[config.mk]
export PLATFORM = sky130hd
export DESIGN_NAME = pb_vernam_keystream_flat
export DESIGN_NICKNAME = d
export VERILOG_FILES = /design/src/rtl/pb_vernam_keystream_if.sv /design/src/rtl/pb_vernam_keystream.sv /design/src/flat_wrapper.sv
export SDC_FILE = /design/constraint.sdc
export NUM_CORES = 1
export LEC_CHECK = 0
export BUFFER_PORTS_ARGS = -buffer_cell sky130_fd_sc_hd__buf_2
export CAP_MARGIN = 40
export CORE_UTILIZATION = 56
export CTS_BUF_LIST = sky130_fd_sc_hd__clkbuf_4 sky130_fd_sc_hd__clkbuf_8
export CTS_CLUSTER_SIZE = 24
export DETAILED_ROUTE_END_ITERATION = 6
export GPL_ROUTABILITY_DRIVEN = 1
export PLACE_DENSITY_LB_ADDON = 0.15
export SETUP_SLACK_MARGIN = 0.4
export SLEW_MARGIN = 20
export SYNTH_ARGS = -nofsm -noshare
export SYNTH_HDL_FRONTEND = slang
export SYNTH_SLANG_ARGS = --single-unit
[constraint.sdc]
create_clock -name i_clk -period 6.34 [get_ports i_clk]
set_clock_uncertainty 0.1 [all_clocks]
set_input_delay 0 -clock i_clk [delete_from_list [all_inputs] [get_ports i_clk]]
set_output_delay 0 -clock i_clk [all_outputs]
set_load 0.01 [all_outputs]
[src/rtl/pb_vernam_keystream_if.sv]
// rtl/pb_vernam_keystream_if.sv - producer/consumer port bundle for the keystream XOR block
interface pb_vernam_keystream_if #(
   parameter int DATA_W = 8
);
   logic              key_wr;
   logic [DATA_W-1:0] key_data;
   logic              key_full;
   logic [7:0]        port_id;
   logic              write_strobe;
   logic              read_strobe;
   logic [DATA_W-1:0] out_port;
   logic [DATA_W-1:0] in_port;

   modport master (
      output key_wr, key_data, port_id, write_strobe, read_strobe, out_port,
      input  key_full, in_port
   );

   modport slave (
      input  key_wr, key_data, port_id, write_strobe, read_strobe, out_port,
      output key_full, in_port
   );
endinterface

[src/rtl/pb_vernam_keystream.sv]
// rtl/pb_vernam_keystream.sv - keystream FIFO plus XOR engine between key-generator and cipher processors
module pb_vernam_keystream #(
   parameter int DATA_W = 8,
   parameter int DEPTH  = 16
) (
   input logic                  i_clk,
   input logic                  i_reset_n,
   pb_vernam_keystream_if.slave bus
);
   localparam int CNT_W = $clog2(DEPTH + 1);
   localparam int PTR_W = $clog2(DEPTH);
   localparam logic [CNT_W-1:0] FULL_CNT = CNT_W'(DEPTH);

   localparam logic [1:0] SEL_ENCRYPT = 2'b00;
   localparam logic [1:0] SEL_FLUSH   = 2'b01;
   localparam logic [1:0] SEL_CLEAR   = 2'b10;
   localparam logic [1:0] SEL_RESULT  = 2'b00;
   localparam logic [1:0] SEL_STATUS  = 2'b01;
   localparam logic [1:0] SEL_COUNT   = 2'b10;

   logic [DATA_W-1:0] r_mem [DEPTH];
   logic [PTR_W-1:0]  r_rd_ptr;
   logic [PTR_W-1:0]  r_wr_ptr;
   logic [CNT_W-1:0]  r_count;
   logic [DATA_W-1:0] r_result;
   logic [DATA_W-1:0] r_in_port;
   logic              r_valid;
   logic              r_underflow;
   logic              r_overflow;

   logic [1:0]        w_sel;
   logic              w_empty;
   logic              w_full;
   logic              w_encrypt;
   logic              w_flush;
   logic              w_clear;
   logic              w_pop;
   logic              w_push;
   logic              w_overflow_evt;
   logic              w_underflow_evt;
   logic              w_result_rd;
   logic [DATA_W-1:0] w_status;
   logic [DATA_W-1:0] w_rd_mux;
   logic [5:0]        w_unused_port_bits;

   assign w_sel              = bus.port_id[7:6];
   assign w_unused_port_bits = bus.port_id[5:0];
   assign w_empty            = (r_count == '0);
   assign w_full             = (r_count == FULL_CNT);
   assign w_encrypt          = bus.write_strobe && (w_sel == SEL_ENCRYPT);
   assign w_flush            = bus.write_strobe && (w_sel == SEL_FLUSH);
   assign w_clear            = bus.write_strobe && (w_sel == SEL_CLEAR);
   assign w_result_rd        = bus.read_strobe && (w_sel == SEL_RESULT);
   assign w_pop              = w_encrypt && !w_empty;
   assign w_underflow_evt    = w_encrypt && w_empty;
   // A pop in the same cycle frees the slot, so a full FIFO still accepts the push.
   assign w_push             = bus.key_wr && !w_flush && (!w_full || w_pop);
   assign w_overflow_evt     = bus.key_wr && !w_flush && w_full && !w_pop;

   assign bus.key_full = w_full;
   assign bus.in_port  = r_in_port;

   always_comb begin
      w_status      = '0;
      w_status[3:0] = {r_overflow, r_underflow, r_valid, w_empty};
   end

   always_comb begin
      w_rd_mux = '0;
      case (w_sel)
         SEL_RESULT: w_rd_mux = r_result;
         SEL_STATUS: w_rd_mux = w_status;
         SEL_COUNT:  w_rd_mux = DATA_W'(r_count);
         default:    w_rd_mux = '0;
      endcase
   end

   always_ff @(posedge i_clk) begin
      if (w_push) begin
         r_mem[r_wr_ptr] <= bus.key_data;
      end
   end

   always_ff @(posedge i_clk or negedge i_reset_n) begin
      if (!i_reset_n) begin
         r_rd_ptr    <= '0;
         r_wr_ptr    <= '0;
         r_count     <= '0;
         r_result    <= '0;
         r_in_port   <= '0;
         r_valid     <= 1'b0;
         r_underflow <= 1'b0;
         r_overflow  <= 1'b0;
      end else begin
         r_in_port <= w_rd_mux;

         if (w_flush) begin
            r_rd_ptr <= '0;
            r_wr_ptr <= '0;
            r_count  <= '0;
         end else begin
            if (w_pop) begin
               r_rd_ptr <= r_rd_ptr + 1'b1;
            end
            if (w_push) begin
               r_wr_ptr <= r_wr_ptr + 1'b1;
            end
            if (w_push && !w_pop) begin
               r_count <= r_count + 1'b1;
            end else if (w_pop && !w_push) begin
               r_count <= r_count - 1'b1;
            end
         end

         if (w_pop) begin
            r_result <= bus.out_port ^ r_mem[r_rd_ptr];
         end

         // New events take precedence over clears so no event is silently lost.
         if (w_pop) begin
            r_valid <= 1'b1;
         end else if (w_clear || w_result_rd) begin
            r_valid <= 1'b0;
         end

         if (w_underflow_evt) begin
            r_underflow <= 1'b1;
         end else if (w_clear) begin
            r_underflow <= 1'b0;
         end

         if (w_overflow_evt) begin
            r_overflow <= 1'b1;
         end else if (w_clear) begin
            r_overflow <= 1'b0;
         end
      end
   end
endmodule

[src/flat_wrapper.sv]
// flat-port wrapper written by rule: the top's interface ports become plain ports
module pb_vernam_keystream_flat 
#(
   parameter int DATA_W = 8,
   parameter int DEPTH  = 16
)
  (i_clk, i_reset_n, bus_key_wr, bus_key_data, bus_port_id, bus_write_strobe, bus_read_strobe, bus_out_port, bus_key_full, bus_in_port);
  pb_vernam_keystream_if #(.DATA_W(DATA_W)) bus_i ();
  input logic i_clk;
  input logic i_reset_n;
  input wire logic [$bits(bus_i.key_wr)-1:0] bus_key_wr;
  input wire logic [$bits(bus_i.key_data)-1:0] bus_key_data;
  input wire logic [$bits(bus_i.port_id)-1:0] bus_port_id;
  input wire logic [$bits(bus_i.write_strobe)-1:0] bus_write_strobe;
  input wire logic [$bits(bus_i.read_strobe)-1:0] bus_read_strobe;
  input wire logic [$bits(bus_i.out_port)-1:0] bus_out_port;
  output wire logic [$bits(bus_i.key_full)-1:0] bus_key_full;
  output wire logic [$bits(bus_i.in_port)-1:0] bus_in_port;
  assign bus_i.key_wr = bus_key_wr;
  assign bus_i.key_data = bus_key_data;
  assign bus_i.port_id = bus_port_id;
  assign bus_i.write_strobe = bus_write_strobe;
  assign bus_i.read_strobe = bus_read_strobe;
  assign bus_i.out_port = bus_out_port;
  assign bus_key_full = bus_i.key_full;
  assign bus_in_port = bus_i.in_port;
  pb_vernam_keystream #(.DATA_W(DATA_W), .DEPTH(DEPTH)) u_core (.i_clk(i_clk), .i_reset_n(i_reset_n), .bus(bus_i));
endmodule
==> reports/results.txt, run 1 <==
Sequential fraction of the synthesis area = 69.95%
Area of the die = 12300 um^2
Avg Cell Area, Syn = 17.16 um^2
Post-route clock period utilization = 52.18%
Leakage = 0.002740 uW
DIE WIDTH = 110.9 um
CTS tree = done
I/O pins = 38
Drt total wl = 12440 um
Max-capacitance violation count = 0
Dpl cell area = 6933 um^2
Final min period = 3.308 ns
Ys async rst share = 20.00%
Main flop type after synthesis = edfxtp_1
Xor/xnor cell area share of the yosys netlist = 1.979%
Worst Max-Slew Pin Slew = 0.7217 ns
Number of fill cells = 789
Final Hold Viols = 0
PwrDens = 370.3 nW/um^2
Worst-Skew Late Latency = 0.45 ns
Clk root buf = clkbuf_8
Yosys reg bits = 160
CORE AREA = 11470 um^2
Largest net degree at the start of global routing = 34
Adder-Cell Fraction of Synth Area = 2.186%
Rows = 39
CP Launch Type = flip-flop
Wirelength per Cell = 20.30 um
Unique masters post-synth = 41
Worst min path class = in2async
Initial Util = 57.91%
H-tree levels = 4
Required time of the critical path = 6.61 ns
Critical path type = reg2reg
RSZ-0062 raised after global routing = no
First-pass GRT wire length = 19900 um
Routability cong. = 0.7483
Fraction of layout cells with a size suffix above 1 = 22.13%
Vias in the first global route = 3690
GRT Overall Usage = 22.33%
Initial DRC Count = 228
Commonest cells after routing, fill and taps aside = 128 x edfxtp_1, 31 x buf_2, 30 x dfrtp_1, 25 x mux4_2, 25 x dlygate4sd3_1
Number of port buffers = 31
Post-synth EDFFs = 128
Mapped cell area = 6640 um^2
Post-synthesis compound-gate area fraction = 4.070%
Mapped Cells = 387
Post-synthesis simple-gate area fraction = 5.295%
Largest family of logic cells by synthesized area = multiplexers
Max-Slew Margin vs Limit = 51.88%
Syn nets = 427
Mux cell area share after synthesis = 13.66%
DR vias = 3510
TritonCTS Sinks = 160
Critical Path End Type = flip-flop
Most common cell after layout, fill and taps aside = edfxtp_1
Area Growth Syn to Fin = 14.36%
Post-CTS Resized = 0
Via-to-Cell Ratio = 5.726
Yosys warnings = 0
Layout Nets = 497
CTS Buf Count = 17
Max Root-Sink Buffers = 2
Setup tns final = 0 ns
Total gr overflow = 0
Remaining antenna violation count = 0
N_diodes = 0
Clk slew on worst S/H paths = 0.08 ns
DIE HEIGHT = 110.9 um
Crit Path Max Fanout = 19
Final setup fails = 0
Status = complete, no violations
DRC Markers = 0
HPWL Detailed = 7931 um
CP arrival = 3.58 ns
Fin area = 7594 um^2
Initial antenna violation count = 0
Pre-antenna DRT Iters = 4
Max-slew violations = 0
VDD IR max = 0.2211 mV
Max frequency = 302.3 MHz
==> path summary, 6_finish.rpt <==
check                              startpoint               endpoint  slack [ns]  depth (start not counted)
min                                 i_reset_n  u_core.bus.in_port[1]        0.05                          2
max                         u_core.r_count[3]      u_core.r_count[4]        3.03                         11
max in group asynchronous           i_reset_n     u_core.r_rd_ptr[1]        5.58                          2
min in group i_clk            bus_out_port[7]     u_core.r_result[7]        0.28                          4
max reg2reg                 u_core.r_count[3]      u_core.r_count[4]        3.03                         11
min reg2reg                u_core.r_result[5]  u_core.bus.in_port[5]        0.39                          1
==> cells in the mapped netlist, drive strengths merged, types with 2 or more instances <==
cell type | instances | share of area, %
a21oi | 15 | 1.1
and2 | 8 | 0.75
buf | 15 | 1.9
clkbuf | 6 | 0.34
dfrtp | 32 | 12
edfxtp | 128 | 58
ha | 10 | 1.9
inv | 11 | 0.62
mux2i | 16 | 2.4
mux4 | 32 | 11
nand2 | 19 | 1.1
nand2b | 2 | 0.19
nand3 | 5 | 0.38
nor2 | 19 | 1.1
nor2b | 3 | 0.28
nor3 | 8 | 0.60
o21ai | 19 | 1.4
o22ai | 9 | 0.85
xnor2 | 12 | 1.6
xor2 | 3 | 0.40
==> area by class of cell <==
class / instances / area [um^2] / area share (%)
timing repair buffer: 72 / 541.8 / 7.135
clock inverter: 15 / 145.1 / 1.911
inverter: 11 / 41.29 / 0.5437
tap: 143 / 178.9 / 2.356
clock buffer: 17 / 234.0 / 3.081
multi-input combinational: 195 / 1805 / 23.78
sequential: 160 / 4647 / 61.20
==> cell families (layout without fill, tap and decap cells) <==
family                   Yosys count  count (layout)
buffers and inverters             32             115
flip-flops                       160             160
AND/OR/NAND/NOR                   73              73
multiplexers                      48              48
adder cells (fa/ha/maj)           11              11
AO/OA/AOI/OAI                     48              48
XOR/XNOR                          15              15
==> layer usage <==
layer  up-vias  share of wire (%)  track usage [%]
li1       1626                  -                -
met1      1774                 45            30.18
met2        91                 50            36.27
met3        19                3.6            4.702
met4         0                1.5            7.911
met5         -                  0                0
==> flip-flops by register name, summed over array words and instances, names as in the netlist <==
signal              count
u_core.r_mem          128
u_core.bus.in_port      8
u_core.r_result         8
u_core.r_count          5
u_core.r_rd_ptr         4
u_core.r_wr_ptr         4
u_core.r_overflow       1
u_core.r_underflow      1
u_core.r_valid          1
==> what timing repair did <==
| action | in CTS | in global routing |
|---|---|---|
| setup buffers | 0 | 0 |
| endpoints found under the hold margin | 183 | 0 |
| hold buffers | 25 | 0 |
==> through the flow <==
stage	util, %	instances	hold WS (ns)	power, uW	setup WS, ns
after floorplan	-	387	-0.3956	1942	3.295
after global placement	60.20	550	-0.01191	2081	2.718
after detailed placement	60.46	554	-0.002450	2106	2.645
after CTS	65.95	611	0.05502	2826	2.630
after global routing	66.22	613	0.1290	2960	2.872
final	66.22	613	0.05179	2812	3.032
==> power breakdown <==
part | internal (uW) | switching, uW
registers | 1270 | 132
clock network | 346 | 366
logic | 349 | 352
==> worst max-delay path, cell delays in order, from the launching register on <==
cell	delay [ns]
dfrtp_1	0.43
or4_1	0.60
o211ai_2	0.24
buf_6	0.22
ha_1	0.21
inv_1	0.12
fa_1	0.41
a21o_1	0.20
a21oi_1	0.16
xnor2_1	0.10
or3_1	0.31
a21oi_1	0.14
(Power assumes the default switching activity.)
==> run 2: changes to the inputs <==
clock period = 3.1 ns   (was 6.34 ns; I/O delays follow)
==> reports/results.txt, run 2 (synthesis gave the netlist of run 1 again) <==
Status = complete, no violations
CP Launch Type = flip-flop
DIE WIDTH = 110.9 um
Overall Power = 6005 uW
Fraction of layout cells with a size suffix above 1 = 25.58%
N_diodes = 0
Worst Max-Slew Pin Slew = 0.7033 ns
Area of the die = 12300 um^2
Clk root buf = clkbuf_8
Worst path top cell family by delay = simple AND/OR/NAND/NOR gates
DR vias = 3512
CTS Buf Count = 17
Leakage = 0.002802 uW
Worst-Skew Late Latency = 0.46 ns
RSZ-0062 raised after global routing = yes
CP Buf/Inv Count = 1
Rows = 39
Critical Path End Type = flip-flop
Initial DRC Count = 295
Via-to-Cell Ratio = 5.665
Drt total wl = 12670 um
I/O pins = 38
Max reg flops = 128
Remaining antenna violation count = 0
First-pass GRT wire length = 19930 um
Pre-antenna DRT Iters = 4
Worst min path class = in2async
Vias in the first global route = 3642
Clk slew on worst S/H paths = 0.08 ns
Critical path type = reg2reg
Wirelength per Cell = 20.44 um
Max-capacitance violation count = 0
Max frequency = 353.6 MHz
Routability cong. = 0.8261
Final min period = 2.828 ns
Number of fill cells = 764
Final setup fails = 0
Crit Path Max Fanout = 5
Slowest CP cell = or4_4
Final core occ = 67.30%
Commonest cells after routing, fill and taps aside = 128 x edfxtp_1, 31 x buf_2, 30 x dfrtp_1, 25 x mux4_2, 24 x buf_4
Most common cell after layout, fill and taps aside = edfxtp_1
CP arrival = 3.12 ns
H-tree levels = 4
Setup tns final = 0 ns
Largest net degree at the start of global routing = 36
TritonCTS Sinks = 160
VDD IR max = 0.5813 mV
Worst-path cell chain = or4_4 -> o211ai_4 -> ha_4 -> inv_2 -> fa_2 -> a21o_1 -> a21oi_2 -> xnor2_1 -> or3_1 -> a21oi_1
Max Root-Sink Buffers = 2
Max-slew violations = 0
Total gr overflow = 0
Area Growth Syn to Fin = 16.22%
DIE HEIGHT = 110.9 um
PwrDens = 778.1 nW/um^2
DRC Markers = 0
HPWL Detailed = 7873 um
Initial Util = 57.91%
Post-route clock period utilization = 91.22%
Initial antenna violation count = 0
GRT Overall Usage = 22.78%
Number of port buffers = 31
Layout Nets = 504
Max-Slew Margin vs Limit = 53.11%
Most flop-heavy register = u_core.r_mem
Final Hold Viols = 0
CTS tree = done
CP peak stage delay = 0.57 ns
Beginning of the critical path = u_core.r_count[3]
Required time of the critical path = 3.39 ns
CORE AREA = 11470 um^2
FF-to-FF Start = u_core.r_count[3]
[run 2: changes by cell type in the layout (fill, tap and decap cells not counted), moves of 2 or more]
cell	delta
clkinv_1	-2
inv_6	+3
buf_4	+10
dlygate4sd3_1	-2
clkinvlp_4	-2
[run 2: path summary, 6_finish.rpt]
path	depth (start not counted)	slack, ns	endpoint
min	2	0.01	u_core.r_count[4]
max	10	0.27	u_core.r_count[4]
max in group asynchronous	2	2.38	u_core.r_rd_ptr[1]
max reg2reg	10	0.27	u_core.r_count[4]
min reg2reg	2	0.39	u_core.r_result[6]
min in group i_clk	4	0.26	u_core.r_result[7]
[run 2: power breakdown]
| group | switching, uW | leakage [uW] | internal [uW] |
|---|---|---|---|
| Combinational | 866 | 0.00103 | 778 |
| Sequential | 164 | 0.00156 | 2590 |
| Clock | 795 | 0.000210 | 807 |
[run 2: metal layers]
layer,GRT usage (%),vias up,wire length (um)
li1,-,1641,-
met1,28.55,1767,5390
met2,38.22,84,6506
met3,6.069,20,542
met4,8.622,0,231
met5,0,-,0
[run 2: stage by stage]
stage / area, um^2 / hold slack (ns) / worst slack (ns) / std cells
after floorplan: 6669 / -0.3956 / 0.2798 / 387
after global placement: 7004 / -0.009482 / 0.3038 / 559
after detailed placement: 7004 / -0.006406 / 0.2218 / 559
after CTS: 7705 / 0.02383 / 0.3122 / 620
after global routing: 7717 / 0.06598 / 0.1691 / 620
final: 7717 / 0.01337 / 0.2723 / 620
[run 2: area by class of cell]
cell class | count | area [um^2] | area share (%)
timing repair buffer | 79 | 585.6 | 7.588
clock inverter | 15 | 181.4 | 2.351
multi-input combinational | 195 | 1849 | 23.96
clock buffer | 17 | 234.0 | 3.032
sequential | 160 | 4647 | 60.21
tap | 143 | 178.9 | 2.318
inverter | 11 | 41.29 | 0.5350
[run 2: what timing repair did]
item                       CTS  global route
hold buffers                23             0
gates resized for setup      2             2
hold endpoints to repair   180             0
buffers inserted             6             0
setup endpoints to repair   17            34
pin swaps                    2             0
==> run 3: changes to the inputs <==
CORE_MARGIN = 4   (was default)
PLACE_DENSITY = 0.84   (was default)
PLACE_DENSITY_LB_ADDON = default   (was 0.15)
==> reports/results.txt, run 3 (synthesis gave the netlist of run 1 again) <==
Post-route clock period utilization = 90.41%
Clk root buf = clkbuf_8
Layer with the highest usage = met2
Routability cong. = 0.8810
DR vias = 3758
Critical path type = reg2reg
Dpl cell area = 7004 um^2
Status = complete, no violations
Commonest cells after routing, fill and taps aside = 128 x edfxtp_1, 31 x buf_2, 29 x dfrtp_1, 27 x buf_4, 25 x mux4_2
VDD IR max = 0.4560 mV
Met3 Usage GRT = 6.272%
Wirelength per Cell = 21.09 um
Drt total wl = 13140 um
Remaining antenna violation count = 0
Overall Power = 5987 uW
CTS tree = done
M2 GR Usage = 33.98%
Setup tns final = 0 ns
Max frequency = 356.8 MHz
Rows = 39
Vias in the first global route = 3803
CORE AREA = 11520 um^2
Area Growth Syn to Fin = 16.32%
Max-slew violations = 0
Fin area = 7724 um^2
Final setup fails = 0
Largest net degree at the start of global routing = 36
Switch Pwr = 1899 uW
Worst-path cell chain = or4_4 -> o211ai_4 -> ha_4 -> inv_2 -> fa_2 -> a21o_1 -> a21oi_2 -> xnor2_1 -> or3_1 -> a21oi_1
Most flop-heavy register = u_core.r_mem
N_diodes = 0
Final Hold Viols = 0
CP Launch Type = flip-flop
CP arrival = 3.08 ns
CP peak stage delay = 0.57 ns
Share of power burned in registers = 46.2%
Met1 Use GR = 26.17%
Layout Nets = 507
Sw frac = 31.73%
Total gr overflow = 0
Slowest CP cell = or4_4
DRC Markers = 0
Leakage = 0.002803 uW
Critical Path End Type = flip-flop
WHS = 0.02084 ns
Max Root-Sink Buffers = 2
Max-Slew Margin vs Limit = 54.91%
Initial DRC Count = 350
Pre-antenna DRT Iters = 5
HPWL Detailed = 7980 um
PwrDens = 775.1 nW/um^2
RSZ-0062 raised after global routing = yes
DIE HEIGHT = 116.9 um
Non-filler cells in the finished layout = 623
Worst min path class = in2async
Via-to-Cell Ratio = 6.032
TritonCTS Sinks = 160
DIE WIDTH = 116.9 um
First-pass GRT wire length = 20330 um
Initial Util = 57.66%
Register area = 4648 um^2
Required time of the critical path = 3.38 ns
Crit Path Max Fanout = 5
P_int = 4087 uW
Fraction of layout cells with a size suffix above 1 = 26.67%
Clk network pwr share = 25.1%
Most common cell after layout, fill and taps aside = edfxtp_1
Max-capacitance violation count = 0
Placed cells = 559
Multi-input gate area = 1858 um^2
Worst Max-Slew Pin Slew = 0.6764 ns
Final min period = 2.803 ns
Area of the die = 13660 um^2
I/O pins = 38
Number of fill cells = 730
Worst path top cell family by delay = simple AND/OR/NAND/NOR gates
GRT Overall Usage = 20.54%
CTS Buf Count = 17
Worst-Skew Late Latency = 0.46 ns
H-tree levels = 4
Max reg flops = 128
Logic gate share of total power = 28.7%
CP Buf/Inv Count = 1
Initial antenna violation count = 0
Number of port buffers = 31
Clk slew on worst S/H paths = 0.08 ns
-- run 3: cell types whose count changed in the layout (fill, tap and decap cells not counted), sizes merged --
| cell | before | now |
|---|---|---|
| bufinv | 3 | 1 |
| clkinvlp | 1 | 2 |
| buf | 56 | 59 |
| clkbuf | 17 | 18 |
| inv | 16 | 18 |
| clkinv | 6 | 4 |
-- run 3: power by group through the flow --
stage                     Combinational, uW  Clock [uW]  Sequential [uW]
after CTS                              1700        1520             2760
after detailed placement               1550           0             2820
after global placement                 1500           0             2800
after global routing                   1880        1610             2800
after floorplan                        1230           0             2760
final                                  1720        1500             2770
-- run 3: metrics by stage --
step                setup slack (ns)  util, %
CTS                           0.3406    66.94
global placement              0.3072    60.82
detailed placement            0.2302    60.82
finish                        0.2972    67.07
global route                  0.1998    67.07
floorplan                     0.2798        -
-- run 3: area by class of cell --
cell class | instances | share of cell area (%)
clock buffer | 18 | 3.127
clock inverter | 14 | 1.912
inverter | 11 | 0.5346
multi-input combinational | 195 | 24.06
sequential | 160 | 60.18
tap | 143 | 2.317
timing repair buffer | 82 | 7.873
-- run 3: final timing paths --
path / depth (start not counted) / startpoint / to / slack, ns
setup / recovery: 10 / u_core.r_count[0] / u_core.r_count[4] / 0.30
hold / removal: 2 / i_reset_n / u_core.r_count[3] / 0.02
setup reg to reg: 10 / u_core.r_count[0] / u_core.r_count[4] / 0.30
hold reg to reg: 1 / u_core.r_result[7] / u_core.bus.in_port[7] / 0.38
max in group asynchronous: 2 / i_reset_n / u_core.r_count[0] / 2.39
min in group i_clk: 4 / bus_out_port[6] / u_core.r_result[6] / 0.28
-- run 3: repair_timing --
action / in CTS / in global routing
resized for setup: 4 / 2
hold buffers: 23 / 0
pin swaps: 2 / 0
hold endpoints to repair: 183 / 0
endpoints found under the setup margin: 14 / 33
buffers inserted: 9 / 0
-- run 3: per-layer routing --
| metal | wire length, um | vias to the layer above |
|---|---|---|
| met5 | 0 | - |
| li1 | - | 1652 |
| met3 | 849 | 26 |
| met1 | 5318 | 1912 |
| met2 | 6686 | 168 |
| met4 | 284 | 0 |
